### src/rtl/spi_ram_controller_pkg.sv
// Shared constants and types for the SPI serial-SRAM bridge.
package spi_ram_controller_pkg;

    localparam logic [7:0] CMD_READ   = 8'h03;
    localparam logic [7:0] CMD_WRITE  = 8'h02;
    localparam int         FRAME_BITS = 40;
    localparam int         DATA_BITS  = 16;

    typedef enum logic [1:0] {
        IDLE,
        SHIFT,
        DONE,
        WAIT
    } state_e;

    // The SRAM is byte addressed; CPU word N lives at bytes 2N and 2N+1.
    function automatic logic [15:0] byte_addr(input logic [14:0] word_addr);
        return {word_addr, 1'b0};
    endfunction

endpackage

### src/rtl/spi_ram_controller_spi_shift_engine.sv
// SPI mode-0 shifter: sck divider, 40-bit MSB-first transmit, 16-bit receive window.
import spi_ram_controller_pkg::*;

module spi_shift_engine #(
    parameter int unsigned HALF_PERIOD = 1
) (
    input  logic                  clk,
    input  logic                  reset,
    input  logic                  start_i,
    input  logic [FRAME_BITS-1:0] frame_i,
    input  logic                  miso_i,
    output logic                  sck_o,
    output logic                  mosi_o,
    output logic [DATA_BITS-1:0]  rx_o,
    output logic                  done_o
);

    localparam logic [7:0] DIV_RELOAD = 8'(HALF_PERIOD - 1);
    localparam logic [5:0] LAST_BIT   = 6'(FRAME_BITS - 1);

    logic [FRAME_BITS-1:0] tx_q;
    logic [DATA_BITS-1:0]  rx_q;
    logic [7:0]            div_q;
    logic [5:0]            bit_q;
    logic                  sck_q;
    logic                  active_q;
    logic                  phase_end;

    assign phase_end = active_q && (div_q == 8'd0);
    // Asserted on the clk that ends the high phase of the final bit.
    assign done_o    = phase_end && sck_q && (bit_q == 6'd0);
    assign sck_o     = sck_q;
    assign mosi_o    = tx_q[FRAME_BITS-1];
    assign rx_o      = rx_q;

    always_ff @(posedge clk or negedge reset) begin
        if (!reset) begin
            tx_q     <= '0;
            rx_q     <= '0;
            div_q    <= 8'd0;
            bit_q    <= 6'd0;
            sck_q    <= 1'b0;
            active_q <= 1'b0;
        end else if (start_i) begin
            tx_q     <= frame_i;
            div_q    <= DIV_RELOAD;
            bit_q    <= LAST_BIT;
            sck_q    <= 1'b0;
            active_q <= 1'b1;
        end else if (active_q) begin
            if (div_q != 8'd0) begin
                div_q <= div_q - 8'd1;
            end else begin
                div_q <= DIV_RELOAD;
                sck_q <= !sck_q;
                if (!sck_q) begin
                    rx_q <= {rx_q[DATA_BITS-2:0], miso_i};
                end else begin
                    // Shifting on the falling edge keeps mosi stable while sck is high
                    // and leaves the register all-zero once the frame is out.
                    tx_q <= {tx_q[FRAME_BITS-2:0], 1'b0};
                    if (bit_q == 6'd0) begin
                        active_q <= 1'b0;
                    end else begin
                        bit_q <= bit_q - 6'd1;
                    end
                end
            end
        end
    end

endmodule

### src/rtl/spi_ram_controller.sv
// CPU I/O-bus to SPI SRAM bridge: one 16-bit word per rd/wr strobe, busy stalls the CPU.
import spi_ram_controller_pkg::*;

// state | meaning
// IDLE  | waiting for rd or wr low; captures request and launches the frame
// SHIFT | 40-bit frame on the wire, cs low, busy high
// DONE  | one clk: release cs and busy, latch read data
// WAIT  | hold until both strobes are released

module spi_ram_controller #(
    parameter int unsigned HALF_PERIOD = 1
) (
    input  logic        clk,
    input  logic        reset,
    input  logic [15:0] address,
    input  logic [15:0] data_in,
    output logic [15:0] data_out,
    input  logic        rd,
    input  logic        wr,
    output logic        busy,
    output logic        sck,
    output logic        mosi,
    input  logic        miso,
    output logic        cs
);

    state_e                state_q;
    logic                  cs_q;
    logic                  busy_q;
    logic                  is_read_q;
    logic [15:0]           data_out_q;
    logic                  start;
    logic                  done;
    logic [7:0]            cmd;
    logic [FRAME_BITS-1:0] frame;
    logic [DATA_BITS-1:0]  rx_word;
    logic                  unused_addr_msb;

    assign unused_addr_msb = address[15];
    assign start = (state_q == IDLE) && (!rd || !wr);
    assign cmd   = !wr ? CMD_WRITE : CMD_READ;
    assign frame = {cmd, byte_addr(address[14:0]), (!wr ? data_in : 16'h0000)};

    spi_shift_engine #(
        .HALF_PERIOD(HALF_PERIOD)
    ) u_engine (
        .clk    (clk),
        .reset  (reset),
        .start_i(start),
        .frame_i(frame),
        .miso_i (miso),
        .sck_o  (sck),
        .mosi_o (mosi),
        .rx_o   (rx_word),
        .done_o (done)
    );

    always_ff @(posedge clk or negedge reset) begin
        if (!reset) begin
            state_q    <= IDLE;
            cs_q       <= 1'b1;
            busy_q     <= 1'b0;
            is_read_q  <= 1'b0;
            data_out_q <= 16'h0000;
        end else begin
            case (state_q)
                IDLE: begin
                    if (start) begin
                        cs_q      <= 1'b0;
                        busy_q    <= 1'b1;
                        is_read_q <= wr;
                        state_q   <= SHIFT;
                    end
                end
                SHIFT: begin
                    if (done) begin
                        state_q <= DONE;
                    end
                end
                DONE: begin
                    cs_q   <= 1'b1;
                    busy_q <= 1'b0;
                    if (is_read_q) begin
                        data_out_q <= rx_word;
                    end
                    state_q <= WAIT;
                end
                WAIT: begin
                    if (rd && wr) begin
                        state_q <= IDLE;
                    end
                end
                default: state_q <= IDLE;
            endcase
        end
    end

    assign cs       = cs_q;
    assign busy     = busy_q;
    assign data_out = data_out_q;

endmodule

### config.mk
export PLATFORM = sky130hd
export DESIGN_NAME = spi_ram_controller
export DESIGN_NICKNAME = d
export VERILOG_FILES = /design/src/rtl/spi_ram_controller_pkg.sv /design/src/rtl/spi_ram_controller_spi_shift_engine.sv /design/src/rtl/spi_ram_controller.sv
export SDC_FILE = /design/constraint.sdc
export NUM_CORES = 1
export LEC_CHECK = 0
export ABC_CLOCK_PERIOD_IN_PS = 2400
export BUFFER_PORTS_ARGS = -buffer_cell sky130_fd_sc_hd__buf_2
export CAP_MARGIN = 25
export CORE_ASPECT_RATIO = 1.2
export CORE_MARGIN = 2
export CORE_UTILIZATION = 50
export DETAILED_ROUTE_END_ITERATION = 10
export PLACE_DENSITY = 0.69
export SYNTH_ARGS = -nofsm -noshare
export SYNTH_HDL_FRONTEND = slang
export SYNTH_SLANG_ARGS = --single-unit
export TNS_END_PERCENT = 10
### constraint.sdc
create_clock -name clk -period 2.4 [get_ports clk]
set_input_delay 0.48 -clock clk [delete_from_list [all_inputs] [get_ports clk]]
set_output_delay 0.48 -clock clk [all_outputs]
set_load 0.05 [all_outputs]
# Word-level counts from Yosys, hierarchy flattened
# Index checks and enable logic that the tools add are counted.
[totals] in_bits=37 regBits=93 output_inout_bits=20 wordCells=78
[classes] n_eq_ne=8 n_bitwise=3 addsub=2 n_reduce_logical=24 muxes=30
[ops] cell="$mux 40" n=4
[ops] cell="$mux 6" n=5
[ops] cell="$mux 8" n=3
[ops] cell="$mux 16" n=1
[ops] cell="$mux 1" n=11
[ops] cell="$ne 2x2->1 const B" n=5
[ops] cell="$logic_not 8->1" n=1
[ops] cell="$pmux 2 s4" n=1
[ops] cell="$reduce_and 2->1" n=4
[ops] cell="$reduce_and 4->1" n=2
[ops] cell="$reduce_bool 8->1" n=1
[ops] cell="$sub 8x1->8 const B" n=1
[ops] cell="$logic_not 6->1" n=1
[ops] cell="$mux 2" n=3
[ops] cell="$reduce_and 3->1" n=2
[ops] cell="$reduce_bool 2->1" n=3
[ops] cell="$sub 6x1->6 const B" n=1
[ops] cell="$logic_and 1x1->1" n=5
[ops] cell="$eq 2x2->1 const B" n=2
[ops] cell="$pmux 1 s2" n=2
[ops] cell="$logic_not 1->1" n=3
[ops] cell="$not 1->1" n=3
[ops] cell="$eq 2x1->1 const B" n=1
[ops] cell="$logic_not 2->1" n=1
[ops] cell="$logic_or 1x1->1" n=1

# Longest topological paths before layout
[logic_depth] word_depth=6 ltp_mapped=8 depth_no_buf=6

# Cells and area by module
# Synthesis repeated with hierarchy kept, for this count alone.
[hier_totals] hier_cells=382 hier_area_um2=4347.9
[modules_own_cells] mod="spi_shift_engine" seq_area_each_um2=1801.7 cells_per_inst=299 n_inst=1 area_per_inst_um2=3294.4
[modules_own_cells] mod="spi_ram_controller" seq_area_each_um2=526.8 cells_per_inst=83 n_inst=1 area_per_inst_um2=1053.5

# Worst setup path after synthesis
# Ideal clock, no wire load.
[synth_path] path_kind="register -> register" from="register u_engine.div_q[0]" to="register u_engine.tx_q[23]" stages_incl_launch_ff=7 t_required_ns=2.269 slack_ns=0.320 arrival_time_ns=1.949 n_path_buf=1 period_less_slack_ns=2.080 setup_time_ns=0.131 cell_sequence="dfrtp_1 > inv_1 > ha_1 > or4b_4 > o31ai_4 > buf_4 > a31oi_2"
[synth_between] elab_chain_len=3
[synth_rtl] item="start: declaration" line="spi_ram_controller_spi_shift_engine.sv:23" text="logic [7:0] div_q;"
[synth_rtl] item="start signal: assignment" line="spi_ram_controller_spi_shift_engine.sv:52" text="div_q <= div_q - 8'd1;"
[synth_rtl] item="$reduce_bool 8->1" line="spi_ram_controller_spi_shift_engine.sv:51" text="if (div_q != 8'd0) begin"
[synth_rtl] item="$ne 2x2->1 (no source line)"
[synth_rtl] item="$reduce_and 3->1 (no source line)"
[synth_rtl] item="end signal: assignment" line="spi_ram_controller_spi_shift_engine.sv:45" text="tx_q <= frame_i;"
[synth_rtl] item="end signal: assignment" line="spi_ram_controller_spi_shift_engine.sv:61" text="tx_q <= {tx_q[FRAME_BITS-2:0], 1'b0};"
[synth_rtl] item="end: declaration" line="spi_ram_controller_spi_shift_engine.sv:21" text="logic [FRAME_BITS-1:0] tx_q;"
# Every way passes these cells.
# A chain may end at the register's enable or synchronous reset.

# Worst setup path in the final report
[layout_path] from="register u_engine.div_q[0]" to="register u_engine.tx_q[1]"
# The elaborated chain is that of the path after synthesis.

==> results by group <==
Outcome
  – Status: finished, final reports clean

Cells and area
  – Area delta synth->final: 14.7%
  – Fraction of layout cells with a size suffix above 1: 0.307
  – Nets@finish: 486
  – Antenna cells: 0
  – # fillers: 693

Drt
  – First drt pass iteration count: 4
  – DR iter-0 viols: 152
  – Avg Vias per Cell: 5.30
  – Drc violations: 0
  – WL per Instance: 14.3 microns
  – Final wirelength: 8040 microns
  – Antenna-violating nets left: 0
  – Via count: 2969

Critical path
  – R2r worst-path depth: 6
  – Critical setup path kind: reg2reg
  – Crit-path max FO: 20
  – CP bufs+invs: 1
  – CP Depth: 6
  – Critical Path Start Type: flop
  – Crit-path cells: inv_1, ha_1, or4b_4, o31a_2, a221oi_1, nor2_1
  – Critical Path Sink Type: flop
  – Req. time, crit path: 2.64 ns
  – CP delay by family, top: compound AO/OA/AOI/OAI gates
  – Worst EP arrival: 2.45 ns
  – Critical Path Max Stage Delay: 0.53 ns
  – Max stage delay cell, worst path: or4b_4

Clock network
  – H-tree Lvls: 3
  – Clk buf depth: 2
  – Clk_lat worst skew: 0.35 ns
  – Cts bufs inserted: 9
  – CTS tree: done
  – CTS clk-pin slew, worst paths: 0.10 ns
  – Post-CTS setup buffer count: 0
  – Clk root buf: clkbuf_8
  – Clk sinks: 93

Global routing
  – Global route hottest layer: met2
  – Initial antenna violation count: 0
  – Vias in the first global route: 3016
  – M1 GR Usage: 0.246
  – Overflow after GRT: 0
  – Largest net degree at the start of global routing: 57
  – Met3 usage: 0.0529
  – Global-route wire length before repair: 14100 microns
  – Met2 Use GR: 0.314
  – All-layer global routing usage: 0.191

Floorplan
  – Die width: 88.0 microns
  – Core Area: 8150 sq um
  – Die height: 105 microns
  – Die area: 9220 sq um
  – I/O pins: 57
  – Row Count: 36
  – Initial core utilization: 0.519

STA
  – RSZ-0062 raised after global routing: false
  – Worst-margin pin slew: 0.717 ns
  – Clk_skew: 0.0139 ns
  – Setup violators final: 0
  – Minimum clock period: 2.21 ns
  – Setup TNS: 0 ns
  – Final hold violations: 0
  – Max Fclk: 453 MHz
  – Fin crit share: 0.921
  – Max_slew headroom: 0.522
  – Final setup margin: 0.191 ns
  – Final Max Slew Viols: 0

Yosys
  – Mapped cell area: 4230 sq um
  – Avg Inst Size Synth: 11.0 sq um
  – Main synth FF type: dfrtp_1
  – Leading area contributor after synthesis: dfrtp_1
  – Unique masters post-synth: 45
  – Share of the synthesized area in the top cell type: 0.544
  – Top post-synthesis cells by count: 92 x dfrtp_1, 61 x nor2_1, 59 x nand2_1, 33 x mux2_2, 16 x a221oi_1
  – EDFF count, synth: 0
  – Cells after Synth: 384
  – Register area share after synthesis: 0.550
  – Number of synthesized register bits: 93
  – Count leader, synth: dfrtp_1
  – Post-synth net total: 429
  – Yosys warnings: 0
  – Area contributors post-synth: dfrtp_1 54%, mux2_2 8.8%, nor2_1 5.4%
  – Synth async-reset ratio: 1.00

Power and ir drop
  – Sequential share of power: 0.578
  – Power Density: 558 nW/um^2
  – Clock Power Share: 0.397
  – Sw Share: 0.221
  – Leakage: 2.38 nW
  – Combinational share of power: 0.024
  – NetSw: 0.000599 W
  – Int Pwr: 0.00211 W
  – Peak VDD IR: 543 uV

Job
  – Max Cap Violations: 0

Worst hold path
  – Worst min path class: in2async

Place
  – Gp weighted congestion: 0.788
  – Post-DP HPWL: 5530 microns
  – Place WS: 0.0818 ns
  – Number of port buffers: 55
worst paths after layout:
path                                          startpoint                             to  slack, ns
setup / recovery           u_engine.div_q[0]$_DFFE_PN0P_   u_engine.tx_q[1]$_DFFE_PN0P_       0.19
hold / removal                                     reset  u_engine.tx_q[26]$_DFFE_PN0P_       0.17
setup reg to reg           u_engine.div_q[0]$_DFFE_PN0P_   u_engine.tx_q[1]$_DFFE_PN0P_       0.19
hold reg to reg            u_engine.tx_q[37]$_DFFE_PN0P_  u_engine.tx_q[37]$_DFFE_PN0P_       0.47
max in group asynchronous                          reset         state_q[0]$_DFFE_PN0P_       1.57
min in group clk                              data_in[0]   u_engine.tx_q[0]$_DFFE_PN0P_       0.35
logic make-up (layout without fill, tap and decap cells):
group | count (synthesis) | count (layout) | synth area share
simple gates | 153 | 153 | 0.163
compound gates | 59 | 59 | 0.119
fa+ha+maj | 8 | 8 | 0.0237
xor+xnor | 6 | 6 | 0.0124
flops | 93 | 93 | 0.550
mux | 36 | 36 | 0.0949
buf+inv | 29 | 91 | 0.0361
what timing repair did:
action / 4_1_cts / 5_1_grt
setup endpoints to repair: 0 / 15
endpoints found under the hold margin: 0 / 0
gates resized for setup: 0 / 1
hold buffers: 0 / 0
through the flow:
stage	util	total power, W	instance area [sq um]	hold WS, ns	instances
2_1_floorplan	-	0.00160	4230	0.184	384
3_3_place_gp	0.569	0.00167	4640	0.448	543
3_5_place_dp	0.569	0.00167	4640	0.454	543
4_1_cts	0.594	0.00274	4850	0.199	559
5_1_grt	0.595	0.00280	4850	0.214	560
6_report	0.595	0.00271	4850	0.170	560
routing by layer:
metal	vias to the layer above	wire length, microns
met1	1476	3470
met5	-	0
met2	39	4220
met3	2	332
li1	1452	-
met4	0	19
state kept, by name (all words and copies together), names as in the netlist:
register and cells:
busy 1, cs 1, data_out 16, is_read_q 1, state_q 2, u_engine.active_q 1
u_engine.bit_q 6, u_engine.div_q 8, u_engine.rx_o 16, u_engine.sck_o 1, u_engine.tx_q 40
worst reg2reg max path, delay by kind of cell, from the launching register on:
family                   cells  cell delay, ns
buffers and inverters        1            0.11
adder cells (fa/ha/maj)      1            0.18
AO/OA/AOI/OAI                2            0.82
flip-flops                   1            0.41
AND/OR/NAND/NOR              2            0.61
power by group through the flow:
stage / Combinational (W) / Clock, W / Sequential (W)
after floorplan: 0.000000725 / 0 / 0.00160
after global placement: 0.0000688 / 0 / 0.00160
after detailed placement: 0.0000696 / 0 / 0.00160
after CTS: 0.0000697 / 0.00111 / 0.00157
after global routing: 0.0000764 / 0.00116 / 0.00157
final: 0.0000661 / 0.00108 / 0.00157
cells in the final DEF, fill, tap and decap left out, types with 3 or more instances in the layout:
master | netlist | routed
a31oi_2 | 11 | 11
a221oi_1 | 16 | 16
buf_2 | 2 | 54
a21oi_1 | 6 | 6
buf_4 | 1 | 10
nor3_1 | 4 | 4
dfrtp_1 | 92 | 92
xor2_1 | 5 | 5
o21ai_0 | 8 | 8
nand2_1 | 59 | 59
nor2_1 | 61 | 61
clkbuf_8 | 0 | 10
nand3_1 | 11 | 11
o211ai_1 | 3 | 3
mux2_2 | 33 | 33
ha_1 | 8 | 8
mux2i_1 | 3 | 3
inv_1 | 9 | 9
a31oi_1 | 5 | 5
or3_1 | 5 | 5
area by class of cell:
class | instances | area, sq um | area share
Clock buffer | 10 | 138 | 0.0284
Sequential cell | 93 | 2330 | 0.480
Inverter | 9 | 33.8 | 0.00696
Multi-Input combinational cell | 262 | 1760 | 0.362
Timing Repair Buffer | 66 | 385 | 0.0794
Clock inverter | 6 | 71.3 | 0.0147
Tap cell | 114 | 143 | 0.0294
Power figures use the tool's default switching activity.
